File: config.mk
export PLATFORM = sky130hd
export DESIGN_NAME = pc_unit_ras
export DESIGN_NICKNAME = d
export VERILOG_FILES = /design/src/rtl/pc_unit_pkg.sv /design/src/rtl/pc_unit_ras_stack.sv /design/src/rtl/pc_unit_ras.sv
export SDC_FILE = /design/constraint.sdc
export NUM_CORES = 1
export LEC_CHECK = 0
export CAP_MARGIN = 20
export CORE_MARGIN = 8
export CORE_UTILIZATION = 35
export CTS_CLUSTER_DIAMETER = 30
export DETAILED_ROUTE_END_ITERATION = 7
export PLACE_DENSITY = 0.55
export RECOVER_POWER = 25
export SYNTH_ARGS = -nofsm -noshare
export SYNTH_HDL_FRONTEND = slang
export SYNTH_SLANG_ARGS = --single-unit
File: constraint.sdc
create_clock -name clk -period 4.6 [get_ports clk]
set_input_delay 0.92 -clock clk [delete_from_list [all_inputs] [get_ports clk]]
set_output_delay 0.92 -clock clk [all_outputs]
set_load 0.02 [all_outputs]
File: src/rtl/pc_unit_pkg.sv
// Shared constants and types for the PC unit with return-address stack.
package pc_unit_pkg;

    localparam logic [31:0] DEF_RESET_VECTOR = 32'h0000_0000;
    localparam logic [31:0] DEF_EXC_VECTOR   = 32'h0000_0180;
    localparam int          DEF_PC_INC       = 4;

    typedef enum logic [1:0] {
        RAS_NOP  = 2'd0,
        RAS_PUSH = 2'd1,
        RAS_POP  = 2'd2,
        RAS_SWAP = 2'd3
    } ras_op_e;

endpackage

File: src/rtl/pc_unit_ras_stack.sv
// Circular return-address stack: ptr addresses the top entry, count saturates at DEPTH.
module ras_stack
    import pc_unit_pkg::*;
#(
    parameter int WIDTH = 32,
    parameter int DEPTH = 8
) (
    input  logic             clk,
    input  logic             reset,
    input  ras_op_e          op_i,
    input  logic [WIDTH-1:0] push_data_i,
    output logic [WIDTH-1:0] top_o,
    output logic             empty_o,
    output logic             full_o,
    output logic             ovf_o,
    output logic             unf_o
);

    localparam int PW = $clog2(DEPTH);
    localparam int CW = $clog2(DEPTH + 1);
    localparam logic [CW-1:0] FULL_COUNT = CW'(DEPTH);

    logic [WIDTH-1:0] mem_q [DEPTH];
    logic [PW-1:0]    ptr_q, ptr_d;
    logic [CW-1:0]    count_q, count_d;
    logic             ovf_q, ovf_d;
    logic             unf_q, unf_d;
    logic             wr_en;
    logic [PW-1:0]    wr_idx;

    assign empty_o = (count_q == '0);
    assign full_o  = (count_q == FULL_COUNT);
    assign top_o   = empty_o ? '0 : mem_q[ptr_q];
    assign ovf_o   = ovf_q;
    assign unf_o   = unf_q;

    always_comb begin
        ptr_d   = ptr_q;
        count_d = count_q;
        ovf_d   = ovf_q;
        unf_d   = unf_q;
        wr_en   = 1'b0;
        wr_idx  = ptr_q + PW'(1);
        case (op_i)
            RAS_PUSH, RAS_SWAP: begin
                if (op_i == RAS_SWAP && !empty_o) begin
                    // Replace the top in place; depth is unchanged.
                    wr_en  = 1'b1;
                    wr_idx = ptr_q;
                end else begin
                    wr_en = 1'b1;
                    ptr_d = ptr_q + PW'(1);
                    if (full_o) ovf_d = 1'b1;
                    else        count_d = count_q + CW'(1);
                    if (op_i == RAS_SWAP) unf_d = 1'b1;
                end
            end
            RAS_POP: begin
                if (empty_o) begin
                    unf_d = 1'b1;
                end else begin
                    ptr_d   = ptr_q - PW'(1);
                    count_d = count_q - CW'(1);
                end
            end
            default: ;
        endcase
    end

    always_ff @(posedge clk) begin
        if (!reset) begin
            ptr_q   <= '0;
            count_q <= '0;
            ovf_q   <= 1'b0;
            unf_q   <= 1'b0;
        end else begin
            ptr_q   <= ptr_d;
            count_q <= count_d;
            ovf_q   <= ovf_d;
            unf_q   <= unf_d;
        end
    end

    always_ff @(posedge clk) begin
        if (reset && wr_en) mem_q[wr_idx] <= push_data_i;
    end

endmodule

File: src/rtl/pc_unit_ras.sv
// Program counter with branch enable, exception redirect, EPC and return-address stack.
// Define PC_ALIGN_CHECK_EN to add the misalign output and suppress misaligned PC loads.
module pc_unit_ras
    import pc_unit_pkg::*;
#(
    parameter int               WIDTH        = 32,
    parameter logic [WIDTH-1:0] RESET_VECTOR = WIDTH'(DEF_RESET_VECTOR),
    parameter logic [WIDTH-1:0] EXC_VECTOR   = WIDTH'(DEF_EXC_VECTOR),
    parameter int               PC_INC       = DEF_PC_INC,
    parameter int               RAS_DEPTH    = 8
) (
    input  logic             clk,
    input  logic             reset,
    input  logic [WIDTH-1:0] pc_next,
    input  logic             pc_write,
    input  logic             pc_write_cond,
    input  logic             zero,
    input  logic             exc,
    input  logic             ras_push,
    input  logic             ras_pop,
    output logic [WIDTH-1:0] pc_q,
    output logic [WIDTH-1:0] epc_q,
    output logic [WIDTH-1:0] ras_top,
    output logic             ras_empty,
    output logic             ras_full,
    output logic             ras_ovf,
`ifdef PC_ALIGN_CHECK_EN
    output logic             misalign,
`endif
    output logic             ras_unf
);

    logic             en;
    logic             pop_take;
    logic             bad_align;
    logic             load;
    logic [WIDTH-1:0] target;
    logic [WIDTH-1:0] pc_d, epc_d;
    ras_op_e          op;

    always_comb begin
        en       = pc_write | (pc_write_cond & zero);
        pop_take = en & ras_pop & ~ras_empty;
        target   = pop_take ? ras_top : pc_next;
`ifdef PC_ALIGN_CHECK_EN
        bad_align = en & ~exc & (target[1:0] != 2'b00);
`else
        bad_align = 1'b0;
`endif
        // Exceptions and suppressed loads leave the stack alone.
        load = en & ~exc & ~bad_align;

        op = RAS_NOP;
        if (load) begin
            case ({ras_push, ras_pop})
                2'b10:   op = RAS_PUSH;
                2'b01:   op = RAS_POP;
                2'b11:   op = RAS_SWAP;
                default: op = RAS_NOP;
            endcase
        end

        pc_d  = pc_q;
        epc_d = epc_q;
        if (exc) begin
            pc_d  = EXC_VECTOR;
            epc_d = pc_q;
        end else if (load) begin
            pc_d = target;
        end
    end

    always_ff @(posedge clk) begin
        if (!reset) begin
            pc_q  <= RESET_VECTOR;
            epc_q <= '0;
        end else begin
            pc_q  <= pc_d;
            epc_q <= epc_d;
        end
    end

`ifdef PC_ALIGN_CHECK_EN
    always_ff @(posedge clk) begin
        if (!reset) misalign <= 1'b0;
        else        misalign <= bad_align;
    end
`endif

    ras_stack #(
        .WIDTH (WIDTH),
        .DEPTH (RAS_DEPTH)
    ) u_ras (
        .clk         (clk),
        .reset       (reset),
        .op_i        (op),
        .push_data_i (pc_q + WIDTH'(PC_INC)),
        .top_o       (ras_top),
        .empty_o     (ras_empty),
        .full_o      (ras_full),
        .ovf_o       (ras_ovf),
        .unf_o       (ras_unf)
    );

endmodule

# [Yosys cells after proc, flatten, opt, wreduce, memory -nomap -nowiden]
# Memories as Yosys holds them, arrays and structs flattened. A register that Yosys moved wholly into a read port is not among the register bits.
# Index checks and enable logic that the tools add are counted.
[totals] ff_bits=73 ramBits=256 wordCells=69 memories=1
[op_classes] n_addsub=5 n_eq_ne=12 muxes=23 bitwise=9 reduce_logical=12
[memory_table] name="u_ras.mem_q" words=8 word_bits=32 read_ports=1 rd_ports_with_merged_regs=1 wr=1 line="pc_unit_ras_stack.sv:23" text="logic [WIDTH-1:0] mem_q [DEPTH];"
[op_table] operator="2-to-1 mux 32 bit" n=2
[op_table] operator="adder 32 x 3 -> 32 bit (second input constant)" n=1
[op_table] operator="2-to-1 mux 9 bit" n=2
[op_table] operator="2-to-1 mux 3 bit" n=5
[op_table] operator="2-to-1 mux 4 bit" n=3
[op_table] operator="equality test 2 bit (second input constant)" n=4
[op_table] operator="!= test 2 bit (second input constant)" n=4
[op_table] operator="one-hot mux 4 bit (2 select lines)" n=1
[op_table] operator="AND reduction 4 bit" n=2
[op_table] operator="2-to-1 mux 1 bit" n=6
[op_table] operator="one-hot mux 2 bit (3 select lines)" n=1
[op_table] operator="one-hot mux 3 bit (2 select lines)" n=1
[op_table] operator="adder 4 x 1 -> 4 bit (second input constant)" n=1
[op_table] operator="bitwise AND 1 bit" n=4
[op_table] operator="equality test 2 x 1 -> 1 bit (second input constant)" n=2
[op_table] operator="equality test 4 bit (second input constant)" n=1
[op_table] operator="zero test 4 bit" n=1
[op_table] operator="inverter 1 bit" n=4
[op_table] operator="nonzero test 2 bit" n=2
[op_table] operator="OR reduction 2 bit" n=2
[op_table] operator="subtractor 4 x 1 -> 4 bit (second input constant)" n=1
[op_table] operator="adder 3 x 1 -> 3 bit (second input constant)" n=1
[op_table] operator="AND reduction 3 bit" n=1
[op_table] operator="subtractor 3 x 1 -> 3 bit (second input constant)" n=1
[op_table] operator="other kinds (7)" n=8

# [Logic depth before layout (Yosys ltp)]
# Gate-level depths: netlist of run 1.
[depth] depth_word=10 ltp_mapped=11 depth_no_buf=11

# [Cells and area by module]
# Synthesis of run 1 repeated with hierarchy kept, for this count alone.
[unflattened] cells_unflattened=832 area_unflattened_um2=13679.4
[modules_own_cells] module="ras_stack" n_inst=1 cells_per_inst=501 area_per_inst_um2=10461.3 seq_area_each_um2=7927.6
[modules_own_cells] module="pc_unit_ras" n_inst=1 cells_per_inst=331 area_per_inst_um2=3218.1 seq_area_each_um2=1281.2

# [Worst setup path before layout of run 1]
# Ideal clock, no wire load.
[synth_path] kind="in2reg" start="input port ras_pop" end="memory u_ras.mem_q[2][0], enable pin" arrival_ps=3198 path_slack_ps=981 path_stages=5 cell_sequence="o41ai_4 -> nor4b_2 -> mux2i_1 -> o21ai_0 -> nor2_1"
[synth_between] elab_chain_cells=9 elab_cells_between_ends=15 classes_between="5 x eq/ne; 7 x mux; 3 x reduce/logical"
[synth_lines] item="start: declaration" line="pc_unit_ras.sv:20" text="input logic ras_pop,"
[synth_lines] item="equality test 2 bit or equality test 2 x 1 -> 1 bit (tied branches)" line="pc_unit_ras.sv:55" text="case ({ras_push, ras_pop})"
[synth_lines] item="one-hot mux 2 bit (3 select lines) *" line="pc_unit_ras.sv:55"
[synth_lines] item="2-to-1 mux 2 bit *" line="pc_unit_ras.sv:54" text="if (load) begin"
[synth_lines] item="equality test 2 x 1 -> 1 bit or equality test 2 bit (tied branches)" line="pc_unit_ras_stack.sv:44, pc_unit_ras_stack.sv:46"
[synth_lines] item="OR reduction 2 bit" line="pc_unit_ras_stack.sv:44" text="case (op_i)"
[synth_lines] item="2-to-1 mux 1 bit" line="pc_unit_ras_stack.sv:44"
[synth_lines] item="logical AND 1 bit" line="pc_unit_ras_stack.sv:85" text="if (reset && wr_en) mem_q[wr_idx] <= push_data_i;"
[synth_lines] item="2-to-1 mux 1 bit" line="pc_unit_ras_stack.sv:85"
[synth_lines] item="2-to-1 mux 1 bit (implied by the code)" line="pc_unit_ras_stack.sv:85"
[synth_lines] item="end: declaration" line="pc_unit_ras_stack.sv:23"
# Every way passes the cells marked *; elsewhere a longest branch is shown, timed or not.

==> results of run 1 <==
==> kinds of logic (layout without fill, tap and decap cells) <==
kind of cell,after synthesis,after routing,synth area share
AO/OA/AOI/OAI,86,86,0.04506
XOR/XNOR,33,33,0.02155
adder cells (fa/ha/maj),6,6,0.006157
buffers and inverters,62,326,0.01866
flip-flops,332,332,0.6866
multiplexers,134,134,0.1598
AND/OR/NAND/NOR,159,159,0.06222
==> synth_stat cells, types with 10 or more instances <==
| master | number | share of area |
|---|---|---|
| sky130_fd_sc_hd__nand3_1 | 10 | 0.0037 |
| sky130_fd_sc_hd__dfxtp_1 | 76 | 0.11 |
| sky130_fd_sc_hd__o221ai_1 | 30 | 0.020 |
| sky130_fd_sc_hd__edfxtp_1 | 256 | 0.57 |
| sky130_fd_sc_hd__inv_1 | 11 | 0.0031 |
| sky130_fd_sc_hd__xnor2_1 | 24 | 0.016 |
| sky130_fd_sc_hd__clkbuf_1 | 34 | 0.0095 |
| sky130_fd_sc_hd__nor2b_1 | 37 | 0.017 |
| sky130_fd_sc_hd__a21oi_1 | 36 | 0.013 |
| sky130_fd_sc_hd__mux2i_1 | 69 | 0.051 |
| sky130_fd_sc_hd__nor2_1 | 53 | 0.015 |
| sky130_fd_sc_hd__nand2_1 | 17 | 0.0048 |
| sky130_fd_sc_hd__mux4_2 | 64 | 0.11 |
==> layout make-up <==
class,instances,share of cell area
timing repair buffer,168,0.08844
tap,511,0.03501
clock buffer,96,0.1146
multi-input combinational,418,0.2181
clock inverter,51,0.03699
sequential,332,0.5046
inverter,11,0.002261
==> worst paths after layout <==
kind	depth (start not counted)	slack, ns	endpoint
max	5	0.68	ras_top[29]
min	1	0.46	u_ras.ovf_o
max reg2reg	6	1.86	u_ras.mem_q[7][29]
min reg2reg	1	0.46	u_ras.ovf_o
==> worst max-delay path: stages (launching register included) <==
cell                              delay, ns
sky130_fd_sc_hd__dfxtp_4               0.53
sky130_fd_sc_hd__buf_4                 0.43
sky130_fd_sc_hd__mux4_2                0.55
sky130_fd_sc_hd__mux2i_1               0.27
sky130_fd_sc_hd__nor2_1                0.08
sky130_fd_sc_hd__clkdlybuf4s50_1       0.56
==> sequential cells by signal, summed over array words and instances (netlist names), named ones only <==
register	cells
u_ras.ovf_o	1
epc_q	32
u_ras.mem_q	256
u_ras.ptr_q	3
u_ras.unf_o	1
pc_q	32
u_ras.count_q	4
==> cells in the final DEF (no fill, tap or decap), drive strengths merged, types with 2 or more instances in the layout <==
| cell type | synthesis | final |
|---|---|---|
| nand2b | 4 | 4 |
| xnor2 | 24 | 24 |
| and2 | 4 | 4 |
| a21o | 3 | 3 |
| dfxtp | 76 | 76 |
| clkbuf | 34 | 99 |
| nand2 | 17 | 17 |
| ha | 5 | 5 |
| dlygate4sd3 | 0 | 17 |
| nor3b | 3 | 3 |
| clkdlybuf4s50 | 0 | 120 |
| clkinvlp | 0 | 12 |
| xor2 | 9 | 9 |
| clkinv | 0 | 23 |
| buf | 17 | 28 |
| or2 | 3 | 3 |
| and4 | 2 | 2 |
| mux2i | 69 | 69 |
| nor3 | 6 | 6 |
| bufinv | 0 | 14 |
| edfxtp | 256 | 256 |
| inv | 11 | 13 |
| o31a | 2 | 2 |
| nand4 | 9 | 9 |
| nor2 | 53 | 53 |
| nor4 | 3 | 3 |
| and3 | 3 | 3 |
| nand3b | 2 | 2 |
| o221ai | 30 | 30 |
| a21oi | 36 | 36 |
| o21ai | 6 | 6 |
| nand3 | 10 | 10 |
| nor2b | 37 | 37 |
| mux4 | 64 | 64 |
==> power by group <==
group          leakage [nW]  internal [mW]  switching, mW
clock                  1.31           4.01           1.69
sequential             3.02           3.30         0.0672
combinational          1.89          0.293          0.353
total                  6.22           7.60           2.11
==> through the flow <==
stage	total power [mW]	std cells	utilization	hold WS, ns
after floorplan	3.774	812	-	0.5193
after global placement	4.074	1439	0.4116	0.4517
after detailed placement	4.076	1439	0.4116	0.4618
after CTS	9.831	1586	0.4851	0.4709
after global routing	10.03	1587	0.4849	0.5070
final	9.709	1587	0.4849	0.4623
==> routing by layer <==
layer / part of all wire / vias up
met5: 0 / -
met4: 0.021 / 0
met3: 0.055 / 66
met2: 0.48 / 248
met1: 0.44 / 4109
li1: - / 3610
==> metrics.log, run 1 <==
INFO  metric outcome = finished, violations left
INFO  metric violations = capacitance limit, slew limit
INFO  metric share_of_async_settable_or_async_resettable_flops_after_synthesis = 0
INFO  metric layout.nets = 1,057
INFO  metric min_period_over_period = 0.8520
INFO  metric worstReg2RegStart = pc_q[7]
INFO  metric syn_nets = around 860
INFO  metric synth_enable_flop_cells = 256
INFO  metric cts_tree = yes
INFO  metric final_max_slew_viol_count = 42
INFO  metric rsz0062_at_grt = no
INFO  metric hpwl = 21,520 um
INFO  metric hold_path.class = reg2reg
INFO  metric total_leakage_power = 6.218 nW
INFO  metric die_area = 44,840 um^2
INFO  metric grt.met2_usage = 0.2523
INFO  metric grt_pass1_vias = 8,474
INFO  metric cts.root.buffer_cell = sky130_fd_sc_hd__clkbuf_16
INFO  metric synthesis.instances = 812
INFO  metric required = between 3 and 4 ns
INFO  metric cts_made_buffers = 80
INFO  metric numPortBuffers = roughly 140
INFO  metric finClkSkew = 0.01956 ns
INFO  metric ctsLongestPathBuffers = 3
INFO  metric power_density = 531.6 nW/um^2
INFO  metric initial_utilization = 0.3561
INFO  metric antenna_cells = 0
INFO  metric floorplan.io_pins = 140
INFO  metric setup_violations = 0
INFO  metric clock_tree.htree_level_count = 3
INFO  metric avgRoutedWirePerCell = 21.90 um
INFO  metric timing.critical_path.fanout_max = 18
INFO  metric detail_route.iter0.violations = 459
INFO  metric endpoint_kind = primary output
INFO  metric final-hold-violation-count = 0
INFO  metric gr-usage-all-layers = 0.1547
INFO  metric finish.instance_area = about 18,000 um^2
INFO  metric met3_usage = 0.03815
INFO  metric period_needed = 3.919 ns
INFO  metric synth_area_per_cell = 16.52 um^2
INFO  metric floorplan.rows = slightly above 70
INFO  metric total_area_of_multi_input_combinational_cells = 3984 um^2
INFO  metric placed_area = 15,500 um^2
INFO  metric worstPathArrival = 3.00 ns
INFO  metric synth.lib_cells_used.distinct = 48
INFO  metric clock_sink_count = 332
INFO  metric worst_setup_path_start_kind = register
INFO  metric drc = 0
INFO  metric cts_hold_fix_bufs = 0
INFO  metric post_cts_resized = 0
INFO  metric post_cts.repair.setup_buffers = 0
INFO  metric post-place-ws = approximately 0.91 ns
INFO  metric timing.max_slew.rel_slack = -0.1059
INFO  metric timing_worst_slew_pin_value = 1.659 ns
INFO  metric finalSetupTns = 0 ns
INFO  metric yosys_register_bits = 332
INFO  metric ys.flop_type = sky130_fd_sc_hd__edfxtp_1
INFO  metric drtPass1Iterations = 4
INFO  metric layout-area-overhead-vs-synth = 36.17%
INFO  metric wl = 34,750 um
INFO  metric worst_ir_drop_vdd = 0.0002964 V
INFO  metric drv.max_cap_violation_count = 2
INFO  metric clk_pin_slew = 0.04 ns
INFO  metric fillerInstances = between 3,000 and 4,000
INFO  metric gp_routability_congestion = slightly above 0.7
INFO  metric timing.setup.critical_path_class = reg2out
INFO  metric route.antenna.remaining_nets = 0
INFO  metric holdCritStartpoint = u_ras.ovf_o
INFO  metric fmax = 255.1 MHz
INFO  metric insertion_delay = 0.57 ns
INFO  metric grt_most_used_layer = met2
INFO  metric mappedNetlistArea = about 13,000 um^2
INFO  metric global_route.overflow_total = 0
INFO  metric ff_latch_area = 9215 um^2
INFO  metric coreArea = 37,670 um^2
INFO  metric maximum_number_of_pins_on_one_net_before_global_route_repair = 49
INFO  metric fp.dieH = 211.8 um
INFO  metric total_number_of_vias = 8,033
INFO  metric gr-usage-met1 = 0.1988
INFO  metric detail_route.vias_per_cell = 5.062
INFO  metric drive_gt1_frac = 0.2203
INFO  metric fin_ws = 0.6806 ns
INFO  metric grt_first_pass_wirelength = 52,290 um
INFO  metric number_of_antenna_violations_at_the_first_check_in_global_routing = 1
INFO  metric floorplan.die.width = 211.8 um
INFO  metric ys_seq_area_frac = 0.6866
INFO  metric synth_warnings = 0
(Power assumes the default switching activity.)
==> run 2, diff against run 1 <==
Settings changed: SYNTH_HIERARCHICAL set to 1.
==> run 2 against run 1 <==
Against the previous run: the run still ends with capacitance limit, slew limit left; clock skew is 0.0044 ns lower; design area is 1.1% higher; non-clock buffer count is 2 lower; routed wire length is 0.91% lower; synthesized cell count is 2.5% higher.
==> metrics.log, run 2 <==
INFO  metric final-hold-violation-count = 0 (unchanged)
INFO  metric floorplan.rows = 72 (+1.4%)
INFO  metric insertion_delay = 0.57 ns (about the same)
INFO  metric synthesis.instances = 832 (+2.5%)
INFO  metric timing.critical_path.fanout_max = 30 (+12)
INFO  metric drv.max_cap_violation_count = 1 (-1)
INFO  metric drtPass1Iterations = 4 (unchanged)
INFO  metric power_density = 536.5 nW/um^2 (+0.92%)
INFO  metric synth.lib_cells_used.distinct = 51 (+6.3%)
INFO  metric yosys.area.top_type = sky130_fd_sc_hd__edfxtp_1
INFO  metric timing.setup.critical_path_class = in2reg
INFO  metric synth_area_per_cell = 16.44 um^2 (-0.46%)
INFO  metric synthTopCellsByCount = sky130_fd_sc_hd__edfxtp_1 (256), sky130_fd_sc_hd__mux2i_1 (97), sky130_fd_sc_hd__nor2_1 (78)
INFO  metric min_period_over_period = 0.8575 (+0.005514)
INFO  metric ys_seq_area_frac = 0.6732 (-0.01338)
INFO  metric layout.cells.most_common_list = sky130_fd_sc_hd__edfxtp_1 (256), sky130_fd_sc_hd__clkdlybuf4s50_1 (131), sky130_fd_sc_hd__mux2i_1 (97)
INFO  metric floorplan.die.width = 213.7 um (+0.91%)
INFO  metric die_area = 45,670 um^2 (+1.8%)
INFO  metric finalSetupTns = 0 ns (unchanged)
INFO  metric rsz0062_at_grt = no
INFO  metric fillerInstances = 3,295 (+0.80%)
INFO  metric crit_family = buffers and inverters
INFO  metric total_leakage_power = 6.455 nW (+3.8%)
INFO  metric avgRoutedWirePerCell = 21.42 um (-2.2%)
INFO  metric cts.root.buffer_cell = sky130_fd_sc_hd__clkbuf_16
INFO  metric critical-path-max-stage-delay = 1.11 ns (+0.55 ns)
INFO  metric initial_utilization = 0.3540 (-0.002143)
INFO  metric mappedNetlistArea = 13,680 um^2 (+2.0%)
INFO  metric timing_worst_slew_pin_value = 1.668 ns (+0.009186 ns)
INFO  metric setup.worst_path.end = pc_q[23]
INFO  metric worst_r2r_endpoint = u_ras/mem_q[5][16]
INFO  metric drive_gt1_frac = 0.2103 (-0.009976)
INFO  metric detail_route.iter0.violations = 399 (-13%)
INFO  metric worst_setup_path_start_kind = input pin
INFO  metric number_of_antenna_violations_at_the_first_check_in_global_routing = 0 (-1)
INFO  metric timing.max_slew.rel_slack = -0.1121 (-0.006124)
INFO  metric critical_path_cell_count = 4 (-1)
INFO  metric total_power = 9.909 mW (+2.1%)
INFO  metric outcome = finished, violations left
INFO  metric endpoint_kind = register
INFO  metric gp_routability_congestion = 0.7079 (about the same)
INFO  metric coreArea = 38,650 um^2 (+2.6%)
INFO  metric largest_register_ffs = 256 (unchanged)
INFO  metric cp-startpoint = reset
INFO  metric cts_hold_fix_bufs = 0 (unchanged)
INFO  metric grt_pass1_vias = 8,275 (-2.3%)
INFO  metric layout.nets = 1,073 (+1.5%)
INFO  metric cts_tree = yes
INFO  metric worstReg2RegStart = pc_q[2]
INFO  metric maximum_number_of_pins_on_one_net_before_global_route_repair = 41 (-16%)
INFO  metric drc = 0 (unchanged)
INFO  metric regToRegSetupSlack = 1.50 ns (-0.36 ns)
INFO  metric worstPathArrival = 4.38 ns (+1.38 ns)
INFO  metric final_common_cell = sky130_fd_sc_hd__edfxtp_1
INFO  metric synthMostInstantiatedCell = sky130_fd_sc_hd__edfxtp_1
INFO  metric violations = capacitance limit, slew limit
INFO  metric floorplan.io_pins = 140 (unchanged)
INFO  metric hpwl = 21,840 um (+1.5%)
INFO  metric critical_path.slowest_cell = sky130_fd_sc_hd__nand2b_1
INFO  metric syn_nets = 878 (+2.3%)
INFO  metric detail_route.vias_per_cell = 4.916 (-2.9%)
INFO  metric numPortBuffers = 139 (unchanged)
INFO  metric share_of_async_settable_or_async_resettable_flops_after_synthesis = 0 (unchanged)
INFO  metric critPathBufInv = 2 (unchanged)
INFO  metric largest-register = u_ras/mem_q
INFO  metric final_max_slew_viol_count = 31 (-26%)
INFO  metric synth_warnings = 6 (+6)
INFO  metric gr-usage-all-layers = 0.1519 (-0.002803)
INFO  metric yosys_register_bits = 332 (unchanged)
INFO  metric synth_enable_flop_cells = 256 (unchanged)
INFO  metric cts_made_buffers = 76 (-5.0%)
INFO  metric clock_sink_count = 332 (unchanged)
INFO  metric clk_pin_slew = 0.04 ns (about the same)
INFO  metric layout-area-overhead-vs-synth = 35.01%
INFO  metric reg_top3 = u_ras/mem_q: 256 flops, epc_q: 32 flops, pc_q: 32 flops
INFO  metric hold_path.class = reg2reg
INFO  metric route.antenna.remaining_nets = 0 (unchanged)
INFO  metric worst_ir_drop_vdd = 0.0002432 V (-18%)
INFO  metric grt_first_pass_wirelength = 51,870 um (-0.79%)
INFO  metric ys.flop_type = sky130_fd_sc_hd__edfxtp_1
INFO  metric global_route.overflow_total = 0 (unchanged)
INFO  metric post_cts.repair.setup_buffers = 0 (unchanged)
INFO  metric post_cts_resized = 0 (unchanged)
INFO  metric clock_tree.htree_level_count = 3 (unchanged)
INFO  metric yosys-top-cells-area = sky130_fd_sc_hd__edfxtp_1 (56%), sky130_fd_sc_hd__dfxtp_1 (11%), sky130_fd_sc_hd__mux4_2 (11%)
INFO  metric wl = 34,440 um (-0.91%)
INFO  metric required = 5.03 ns (+1.35 ns)
INFO  metric setup_violations = 0 (unchanged)
INFO  metric crit_path_frequent_cell = sky130_fd_sc_hd__clkbuf_1
INFO  metric synth_largest_type_area_fraction = 0.5620 (-0.01117)
INFO  metric period_needed = 3.945 ns (+0.02537 ns)
INFO  metric fmax = 253.5 MHz (-0.64%)
INFO  metric fp.dieH = 213.7 um (+0.91%)
INFO  metric worstPathCellList = clkbuf_1, clkbuf_1, nand2b_1, a211oi_1
INFO  metric ctsLongestPathBuffers = 3 (unchanged)
INFO  metric finClkSkew = 0.01516 ns (-0.004397 ns)
INFO  metric total_number_of_vias = 7,905 (-1.6%)
INFO  metric timing.reg2reg.worst_path_depth = 6 (unchanged)
## run 2: cell count changes after synthesis, sizes merged, moves of 7 or more
cell and delta:
a211oi +30, a21oi -31, clkbuf -8, mux2i +28, nor2 +25, o221ai -30, xor2 -7
## run 2: metrics by stage
stage | worst slack, ns | cells | utilization | hold slack [ns] | area (um^2)
5_1_grt | 0.3320 | 1607 | 0.4778 | 0.5106 | 18470
6_report | 0.6553 | 1608 | 0.4779 | 0.4714 | 18470
4_1_cts | 0.6624 | 1607 | 0.4782 | 0.4717 | 18480
3_3_place_gp | 0.7410 | 1467 | 0.4100 | 0.4531 | 15850
2_1_floorplan | 0.3423 | 832 | - | 0.5349 | 13680
3_5_place_dp | 0.6710 | 1467 | 0.4100 | 0.4613 | 15850
## run 2: layout make-up
class / instances / area [um^2] / share of cell area
repair buffers: 166 / 1650 / 0.08936
diodes: 1 / 2.502 / 0.0001355
clock buffers: 98 / 2068 / 0.1120
multi-input cells: 442 / 4285 / 0.2320
inverters: 9 / 33.78 / 0.001829
clock inverters: 42 / 565.5 / 0.03062
well taps: 518 / 648.1 / 0.03509
flip-flops and latches: 332 / 9215 / 0.4989
## run 2: worst min-delay path: cells and delay by family (launching register included)
family / cells / cell delay [ns]
AOI/OAI and AO/OA: 1 / 0.04
DFF: 1 / 0.32
and+or+nand+nor: 1 / 0.07
## run 2: power by group
group / total, mW / internal, mW / switching, mW
combinational: 1.03 / 0.465 / 0.563
clock: 5.49 / 3.84 / 1.65
sequential: 3.39 / 3.31 / 0.0808
## run 2: how the worst min path moves through the flow
stage                   startpoint          end  slack (ns)  cells after the start
floorplan           u_ras/ptr_q[1]     register        0.53                      2
global placement       u_ras/ovf_o  u_ras/ovf_o        0.45                      2
detailed placement     u_ras/ovf_o  u_ras/ovf_o        0.46                      2
CTS                    u_ras/ovf_o  u_ras/ovf_o        0.47                      2
global route           u_ras/ovf_o  u_ras/ovf_o        0.51                      2
finish                 u_ras/ovf_o  u_ras/ovf_o        0.47                      2
## run 2: logic make-up (layout without fill, tap and decap cells)
| logic type | count (synthesis) | count (layout) | share of synthesized area |
|---|---|---|---|
| other cells | 0 | 1 | 0 |
| simple gates | 181 | 181 | 0.07189 |
| flops | 332 | 332 | 0.6732 |
| buf+inv | 58 | 315 | 0.01802 |
| mux | 161 | 161 | 0.1763 |
| compound gates | 63 | 63 | 0.03467 |
| xor+xnor | 31 | 31 | 0.01985 |
| fa+ha+maj | 6 | 6 | 0.006037 |
## run 2: layer usage
layer,wire length (um),global-route usage,vias up,part of all wire
met5,0,0,-,0
met4,572,0.05034,0,0.017
met3,1711,0.03727,51,0.050
met2,16510,0.2439,193,0.48
met1,15640,0.2007,4003,0.45
li1,-,-,3658,-
==> run 3, diff against run 2 <==
Settings changed: PLACE_DENSITY 0.55 to unset, PLACE_DENSITY_LB_ADDON set to 0.12.
==> run 3 against run 2 <==
Against the previous run: the flow still finishes with violations (capacitance limit, slew limit); global-route usage grew 0.46 points; clock-buffer cell count is the same; largest power group unchanged; combinational power is essentially flat; cell count grew 1.2%; utilization grew 1.2 points; die area is the same; first-iteration DRC count grew 23%; routed wire length grew 2.9%; worst hold slack lost 0.0029 ns; sequential cell count is the same; clock skew grew 0.011 ns.
==> metrics.log, run 3 (synthesis results as in run 2) <==
INFO  metric die_area = 45,670 um^2 (unchanged)
INFO  metric wl = 35,450 um (+2.9%)
INFO  metric grt_first_pass_wirelength = 53,340 um (+2.8%)
INFO  metric final-hold-violation-count = 0 (unchanged)
INFO  metric largest_register_ffs = 256 (unchanged)
INFO  metric clock_tree.htree_level_count = 3 (unchanged)
INFO  metric worstReg2RegStart = u_ras/count_q[1]
INFO  metric fmax = 250.0 MHz (-1.4%)
INFO  metric drv.max_cap_violation_count = 1 (unchanged)
INFO  metric timing.setup.critical_path_class = reg2out
INFO  metric finClkSkew = 0.02574 ns (+0.01057 ns)
INFO  metric floorplan.io_pins = 140 (unchanged)
INFO  metric worst_setup_path_start_kind = register
INFO  metric required = 3.68 ns (-1.35 ns)
INFO  metric global_route.overflow_total = 0 (unchanged)
INFO  metric layout.cells.most_common_list = sky130_fd_sc_hd__edfxtp_1 (256), sky130_fd_sc_hd__clkdlybuf4s50_1 (136), sky130_fd_sc_hd__mux2i_1 (97)
INFO  metric cts_tree = yes
INFO  metric fillerInstances = 3,296 (+0.030%)
INFO  metric cts_made_buffers = 85 (+12%)
INFO  metric holdCritStartpoint = u_ras/ovf_o
INFO  metric ctsLongestPathBuffers = 3 (unchanged)
INFO  metric finalHoldWorstSlack = 0.4685 ns (-0.002927 ns)
INFO  metric final_common_cell = sky130_fd_sc_hd__edfxtp_1
INFO  metric finalSetupTns = 0 ns (unchanged)
INFO  metric reg_top3 = u_ras/mem_q: 256 flops, epc_q: 32 flops, pc_q: 32 flops
INFO  metric cts.root.buffer_cell = sky130_fd_sc_hd__clkbuf_16
INFO  metric worst_r2r_endpoint = pc_q[19]
INFO  metric cp-startpoint = u_ras/count_q[1]
INFO  metric grt_pass1_vias = 8,491 (+2.6%)
INFO  metric critical-path-max-stage-delay = 0.85 ns (-0.26 ns)
INFO  metric timing.max_slew.rel_slack = -0.3752 (-0.2632)
INFO  metric clk_pin_slew = 0.04 ns (about the same)
INFO  metric avgRoutedWirePerCell = 21.78 um (+1.7%)
INFO  metric hpwl = 22,430 um (+2.7%)
INFO  metric setup_violations = 0 (unchanged)
INFO  metric total_leakage_power = 6.653 nW (+3.1%)
INFO  metric power_density = 566.9 nW/um^2 (+5.7%)
INFO  metric total_power = 10.74 mW (+8.3%)
INFO  metric hold_path_endpoint = u_ras/ovf_o
INFO  metric insertion_delay = 0.58 ns (about the same)
INFO  metric post_cts.repair.setup_buffers = 0 (unchanged)
INFO  metric drc = 0 (unchanged)
INFO  metric numPortBuffers = 139 (unchanged)
INFO  metric total_number_of_vias = 7,979 (+0.94%)
INFO  metric min_period_over_period = 0.8695 (+0.01197)
INFO  metric worstPathCellList = nor4_1, clkbuf_1, nor2_1, clkdlybuf4s50_1
INFO  metric finish.instance_area = 18,940 um^2 (+2.5%)
INFO  metric critPathBufInv = 2 (unchanged)
INFO  metric drive_gt1_frac = 0.2342 (+0.02395)
INFO  metric clock_sink_count = 332 (unchanged)
INFO  metric gp_routability_congestion = 0.7187 (+1.5%)
INFO  metric placed_area = 15,870 um^2 (+0.14%)
INFO  metric fp.dieH = 213.7 um (unchanged)
INFO  metric rsz0062_at_grt = no
INFO  metric holdPathStages = 2 (unchanged)
INFO  metric timing.reg2reg.worst_path_depth = 6 (unchanged)
INFO  metric crit_family = buffers and inverters
INFO  metric timing.critical_path.fanout_max = 19 (-37%)
INFO  metric regToRegSetupSlack = 0.78 ns (-0.72 ns)
INFO  metric final_max_slew_viol_count = 40 (+29%)
INFO  metric worstPathArrival = 3.08 ns (-1.30 ns)
INFO  metric largest-register = u_ras/mem_q
INFO  metric utilization = 0.4900 (+0.01214)
INFO  metric detail_route.iter0.violations = 490 (+23%)
INFO  metric detail_route.vias_per_cell = 4.901 (-0.30%)
INFO  metric floorplan.die.width = 213.7 um (unchanged)
INFO  metric endpoint_kind = primary output
INFO  metric period_needed = 4.000 ns (+0.05507 ns)
INFO  metric post_cts_resized = 0 (unchanged)
INFO  metric maximum_number_of_pins_on_one_net_before_global_route_repair = 50 (+22%)
INFO  metric layout.nets = 1,085 (+1.1%)
INFO  metric layout-area-overhead-vs-synth = 38.44%
INFO  metric antenna_cells = 0 (-1)
INFO  metric critical_path.slowest_cell = sky130_fd_sc_hd__clkbuf_1
INFO  metric route.antenna.remaining_nets = 0 (unchanged)
INFO  metric timing_worst_slew_pin_value = 2.063 ns (+0.3947 ns)
INFO  metric violations = capacitance limit, slew limit
INFO  metric floorplan.rows = 72 (unchanged)
INFO  metric outcome = finished, violations left
INFO  metric number_of_antenna_violations_at_the_first_check_in_global_routing = 0 (unchanged)
INFO  metric gr-usage-all-layers = 0.1565 (+0.004598)
INFO  metric drtPass1Iterations = 4 (unchanged)
INFO  metric hold_path.class = reg2reg
INFO  metric worst_ir_drop_vdd = 0.0002928 V (+20%)
INFO  metric initial_utilization = 0.3540 (unchanged)
INFO  metric coreArea = 38,650 um^2 (unchanged)
INFO  metric cts_hold_fix_bufs = 0 (unchanged)
[run 3: changes by cell type in the layout (fill, tap and decap cells not counted), sizes merged]
cell           delta
clkinvlp          +9
clkinv            +7
bufinv            +6
clkdlybuf4s50     +5
dlygate4sd3       -5
inv               -4
buf               +2
clkbuf            +1
diode             -1
[run 3: routing by layer]
layer | track usage | up-vias | part of all wire
met2 | 0.2484 | 179 | 0.48
met4 | 0.05554 | 0 | 0.017
met5 | 0 | - | 0
li1 | - | 3709 | -
met1 | 0.2089 | 4044 | 0.46
met3 | 0.03669 | 47 | 0.045
[run 3: worst max path at each step]
stage / to / cells after the start
after detailed placement: u_ras/mem_q[7][20] / 8
after CTS: ras_top[5] / 5
after global placement: u_ras/mem_q[7][20] / 8
after floorplan: u_ras/mem_q[7][0] / 8
final: ras_top[25] / 4
after global routing: ras_top[25] / 4
[run 3: worst register-to-register path: stages (launching register included)]
cell and delay (ns):
sky130_fd_sc_hd__dfxtp_1 0.41, sky130_fd_sc_hd__nor4_1 0.39, sky130_fd_sc_hd__clkbuf_1 0.85, sky130_fd_sc_hd__nand2b_1 1.17, sky130_fd_sc_hd__buf_4 0.49, sky130_fd_sc_hd__mux2i_1 0.26, sky130_fd_sc_hd__a211oi_1 0.09
[run 3: area by class of cell]
class | instances | area (um^2) | share of cell area
clock inverter | 60 | 820.8 | 0.04334
clock buffer | 98 | 2280 | 0.1204
sequential | 332 | 9215 | 0.4866
tap | 518 | 648.1 | 0.03422
inverter | 9 | 33.78 | 0.001784
timing repair buffer | 169 | 1669 | 0.08813
multi-input combinational | 442 | 4272 | 0.2256
[run 3: stage by stage]
| stage | setup slack [ns] | instances |
|---|---|---|
| final | 0.6002 | 1628 |
| after global routing | 0.3398 | 1628 |
| after global placement | 0.7701 | 1470 |
| after CTS | 0.5130 | 1628 |
| after detailed placement | 0.7006 | 1470 |
| after floorplan | 0.3423 | 832 |
[run 3: where the power goes]
part / internal, mW / switching (mW) / total [mW]
combinational: 0.463 / 0.552 / 1.02
clock: 4.54 / 1.78 / 6.32
sequential: 3.31 / 0.0918 / 3.40
total: 8.31 / 2.43 / 10.7
